### config.mk
export PLATFORM = sky130hd
export DESIGN_NAME = wb_scoreboard
export DESIGN_NICKNAME = d
export VERILOG_FILES = /design/src/rtl/wb_scoreboard.sv
export SDC_FILE = /design/constraint.sdc
export NUM_CORES = 1
export LEC_CHECK = 0
export BUFFER_PORTS_ARGS = -buffer_cell sky130_fd_sc_hd__buf_4
export CORE_UTILIZATION = 50
export CTS_BUF_LIST = sky130_fd_sc_hd__clkbuf_8
export CTS_CLUSTER_DIAMETER = 30
export DETAILED_ROUTE_END_ITERATION = 16
export PLACE_DENSITY = 0.73
export REMOVE_ABC_BUFFERS = 1
export SYNTH_ARGS = -nofsm -noshare
export SYNTH_HDL_FRONTEND = slang
export SYNTH_SLANG_ARGS = --single-unit
### constraint.sdc
create_clock -name clk -period 3.8 [get_ports clk]
set_input_delay 0 -clock clk [delete_from_list [all_inputs] [get_ports clk]]
set_output_delay 0 -clock clk [all_outputs]
set_load 0.01 [all_outputs]
### src/rtl/wb_scoreboard.sv
// wb_scoreboard: write-back arbiter (MEM over EX) onto the regfile write port
// with per-register pending-write counters for RAW stall detection.
module wb_scoreboard #(
    parameter int REG_NUM = 32,
    parameter int ADDR_W  = 5,
    parameter int DATA_W  = 32,
    parameter int CNT_W   = 2
) (
    input  logic              clk,
    input  logic              rst,
    input  logic              ex_valid,
    output logic              ex_ready,
    input  logic [ADDR_W-1:0] ex_rd,
    input  logic [DATA_W-1:0] ex_data,
    input  logic              mem_valid,
    output logic              mem_ready,
    input  logic [ADDR_W-1:0] mem_rd,
    input  logic [DATA_W-1:0] mem_data,
    input  logic              iss_valid,
    output logic              iss_ready,
    input  logic [ADDR_W-1:0] iss_rd,
    input  logic [ADDR_W-1:0] rs1_addr,
    input  logic [ADDR_W-1:0] rs2_addr,
    output logic              rs1_busy,
    output logic              rs2_busy,
    output logic              rd_we,
    output logic [ADDR_W-1:0] rd_waddr,
    output logic [DATA_W-1:0] rd_wdata,
    output logic [31:0]       wb_count,
    output logic              sb_err
);
    logic [CNT_W-1:0]  cnt_q [REG_NUM];
    logic [CNT_W-1:0]  cnt_d [REG_NUM];
    logic              rd_we_q, sb_err_q, sb_err_d;
    logic [ADDR_W-1:0] rd_waddr_q;
    logic [DATA_W-1:0] rd_wdata_q;
    logic [31:0]       wb_count_q;
    logic              acc_mem, acc_ex, wr_fire, iss_fire;
    logic [ADDR_W-1:0] acc_rd;
    logic [DATA_W-1:0] acc_data;

    assign mem_ready = !rst;
    assign ex_ready  = !rst && !mem_valid;
    assign acc_mem   = mem_valid && mem_ready;
    assign acc_ex    = ex_valid && ex_ready;
    assign acc_rd    = acc_mem ? mem_rd : ex_rd;
    assign acc_data  = acc_mem ? mem_data : ex_data;
    assign wr_fire   = (acc_mem || acc_ex) && acc_rd != '0;
    assign iss_ready = !(iss_rd != '0 && cnt_q[iss_rd] == '1);
    assign iss_fire  = iss_valid && iss_ready && iss_rd != '0;
    assign rs1_busy  = rs1_addr != '0 && cnt_q[rs1_addr] != '0;
    assign rs2_busy  = rs2_addr != '0 && cnt_q[rs2_addr] != '0;
    assign sb_err_d  = sb_err_q || (wr_fire && cnt_q[acc_rd] == '0);

    // A same-cycle issue and retire to one register cancel out
    always_comb begin
        cnt_d = cnt_q;
        for (int r = 1; r < REG_NUM; r++) begin
            if (iss_fire && iss_rd == ADDR_W'(r) && !(wr_fire && acc_rd == ADDR_W'(r)))
                cnt_d[r] = cnt_q[r] + 1'b1;
            else if (wr_fire && acc_rd == ADDR_W'(r) && !(iss_fire && iss_rd == ADDR_W'(r)) && cnt_q[r] != '0)
                cnt_d[r] = cnt_q[r] - 1'b1;
        end
    end

    always_ff @(posedge clk or posedge rst) begin
        if (rst) begin
            for (int r = 0; r < REG_NUM; r++) cnt_q[r] <= '0;
            rd_we_q    <= 1'b0;
            rd_waddr_q <= '0;
            rd_wdata_q <= '0;
            wb_count_q <= '0;
            sb_err_q   <= 1'b0;
        end else begin
            cnt_q    <= cnt_d;
            rd_we_q  <= wr_fire;
            sb_err_q <= sb_err_d;
            if (wr_fire) begin
                rd_waddr_q <= acc_rd;
                rd_wdata_q <= acc_data;
                wb_count_q <= wb_count_q + 32'd1;
            end
        end
    end

    assign rd_we    = rd_we_q;
    assign rd_waddr = rd_waddr_q;
    assign rd_wdata = rd_wdata_q;
    assign wb_count = wb_count_q;
    assign sb_err   = sb_err_q;
endmodule

==> key figures <==
Floorplanning
  • Die area: 17700 sq um
  • I/O pin count: 170
  • DIE WIDTH: 133 um
  • Core Region: 16700 sq um
  • Rows: 47
  • Starting Density: 0.515
  • Die span in y: 133 um

Clocking
  • Clk_lat worst skew: 0.46 ns
  • CTS tree: built
  • Post-CTS Hold Fix Bufs: 71
  • TritonCTS Buffers: 17
  • Clock sink count: 133
  • H-tree depth: 4
  • Clk slew on worst S/H paths: 0.08 ns
  • CTS root buf: clkbuf_8
  • # resized after CTS: 0
  • Longest Clk Path Bufs: 2
  • Post-CTS setup repair buffer count: 0

Route
  • DR iter-0 viols: 855
  • Vias: 8473
  • Wire per inst: 19.7 um
  • DRC: 0
  • First-pass iteration count of the detailed router: 5
  • Post-detailed-routing wire length: 27300 um
  • Final ANT Viol Nets: 0
  • Vias per Instance: 6.12

Yosys
  • Post-synth cell types: 61
  • Post-synth EDFFs: 0
  • Syn Inst Count: 936
  • Avg Cell Area, Syn: 9.19 sq um
  • Synthesized flop and latch total: 133
  • Area of the mapped netlist: 8600 sq um
  • Post-synthesis sequential area ratio: 0.387
  • Async SR Flop Fraction: 1.00
  • Primary FF master, synth: dfrtp_1
  • Yosys warnings: 0

Timing
  • Hold Vio Cnt, Final: 0
  • Slew HR: 0.183
  • Worst Skew: 0.0140 ns
  • Final setup violating endpoints: 0
  • Crit path time final: 2.99 ns
  • Tcrit/Tclk final: 0.788
  • Worst setup margin: 0.807 ns
  • Max Freq: 334 MHz
  • Unrepaired setup endpoints after global routing: false
  • Worst Max-Slew Pin Slew: 1.22 ns
  • Fin. max-slew vios: 0

Critical path
  • CP most frequent cell: buf_4
  • Setup CP Type: input pin to register
  • CP Data Required Time: 4.19 ns
  • CP endpoint kind: register
  • Cell Chain, Critical Path: dlygate4sd3_1, buf_4, nand2b_2, mux2_2, a311oi_4, buf_4, nand4_1, a2111oi_0, a211o_1
  • Crit-path max cell delay: 0.67 ns
  • Worst path buffer plus inverter count: 3
  • Critical-path maximum fanout: 80
  • WP data arrival: 3.39 ns
  • Critical path's slowest cell: buf_4
  • Delay-heaviest family, CP: buffers and inverters
  • CP startpoint kind: input pin

Placed design
  • Pre-CTS setup slack: 0.940 ns
  • PortBufs: 169
  • DP HPWL: 18500 um
  • Placed cells: 1282
  • GPL Wtd Cong: 0.962

Flow run
  • Max cap viols: 0

Pwr
  • Worst vdd ir: 215 uV
  • Final Total Pwr: 4.46 mW
  • PD cells: 403 nW/um^2
  • LEAKAGE: 4.98 nW

Global route
  • Grt total ovfl: 0
  • Number of global-route vias before repair: 8382
  • Largest net degree at the start of global routing: 112
  • Antenna violations before repair: 0
  • First-pass GRT wire length: 44000 um
  • All-layer global routing usage: 0.320

Final layout
  • # fillers: 1330
  • Area of the multi-input gates: 4970 sq um
  • Fin nets: 1247
  • Antenna cells: 0
  • Sequential Area: 3330 sq um
  • Finished Layout Cells: 1385
  • Layout Area Growth over Synthesis: 28.6%
  • Layout cell share with drive strength beyond 1: 0.224

Outcome
  • Status: finished, final reports clean

Worst hold path
  • Worst min-delay path class: input pin to register
## through the flow
step           setup TNS [ns]  cell area [sq um]  hold slack (ns)  utilization
2_1_floorplan         -290.64               8350           0.0429            -
3_3_place_gp                0               9970            0.282        0.597
3_5_place_dp                0               9970            0.292        0.597
4_1_cts                     0              11100           0.0510        0.662
5_1_grt                     0              11100           0.0736        0.662
6_report                    0              11100           0.0804        0.662
## worst min-delay path, cell delays in order
cell and delay, ns:
buf_4 0.09, nor2_1 0.07, nor2_1 0.07, o21ai_0 0.09
a21o_1 0.18
## where the power goes
part | internal, mW | switching (mW) | leakage, nW
Sequential | 1.65 | 0.309 | 1.61
Clock | 0.531 | 0.634 | 0.188
Combinational | 0.647 | 0.687 | 3.19
## synth_stat cells, types with 8 or more instances
cell | count | share of area
nor2b_1 | 16 | 0.012
nand4_1 | 14 | 0.010
o21a_1 | 22 | 0.019
mux2i_1 | 63 | 0.073
nor3_2 | 9 | 0.010
o21ai_0 | 51 | 0.030
inv_1 | 18 | 0.0079
nand3_1 | 39 | 0.023
dfrtp_1 | 133 | 0.39
xor2_1 | 9 | 0.0092
buf_1 | 10 | 0.0044
a21boi_0 | 12 | 0.010
mux2_2 | 10 | 0.013
buf_2 | 19 | 0.011
mux4_2 | 22 | 0.058
clkbuf_1 | 15 | 0.0065
o22a_1 | 8 | 0.0081
xnor2_1 | 37 | 0.038
nor2_1 | 138 | 0.060
and3_1 | 16 | 0.012
a21oi_1 | 55 | 0.032
and2_1 | 13 | 0.0095
nand2_1 | 72 | 0.031
o311ai_0 | 14 | 0.014
a211oi_1 | 25 | 0.022
nor3_1 | 13 | 0.0076
## sequential cells by signal (all words and copies together) (netlist names)
| name | cells |
|---|---|
| rd_we | 1 |
| rd_wdata | 32 |
| rd_waddr | 5 |
| wb_count | 32 |
| sb_err | 1 |
| cnt_q | 62 |
## placed cells by master, fill, tap and decap left out, types with 25 or more instances in the layout
master / n
buf_4: 176
nor2_1: 138
dlygate4sd3_1: 71
dfrtp_1: 133
nand3_1: 39
a211oi_1: 25
nand2_1: 72
a21oi_1: 55
xnor2_1: 37
mux2i_1: 63
o21ai_0: 51
## layer usage
layer  track usage  wire, um
met5       0.00556         0
met1         0.413     11000
met2         0.510     12800
met3        0.0647      2210
met4         0.170      1250
## cell families after synthesis
family,synth area share
DFF,0.387
xor gates and xnor gates,0.0468
AOI/OAI and AO/OA,0.177
muxes,0.150
and+or+nand+nor,0.200
adders and majority gates,0.00145
buffers and inverters,0.0372
## area by class of cell
cell class	count	area share
Clock buffer	17	0.0212
Clock inverter	15	0.0129
Inverter	18	0.00656
Multi-Input combinational cell	735	0.450
Sequential cell	133	0.301
Tap cell	220	0.0249
Timing Repair Buffer	247	0.184
## worst paths after layout
path | startpoint | end | slack, ns | depth (start not counted)
min | ex_valid | rd_waddr[4] | 0.08 | 5
max reg2reg | cnt_q[25] | cnt_q[24] | 0.98 | 7
min in group asynchronous | rst | sb_err | 0.39 | 3
max | rst | sb_err | 0.81 | 9
max in group asynchronous | rst | cnt_q[60] | 2.52 | 4
min reg2reg | wb_count[31] | wb_count[31] | 0.47 | 1
(Power assumes the default switching activity.)
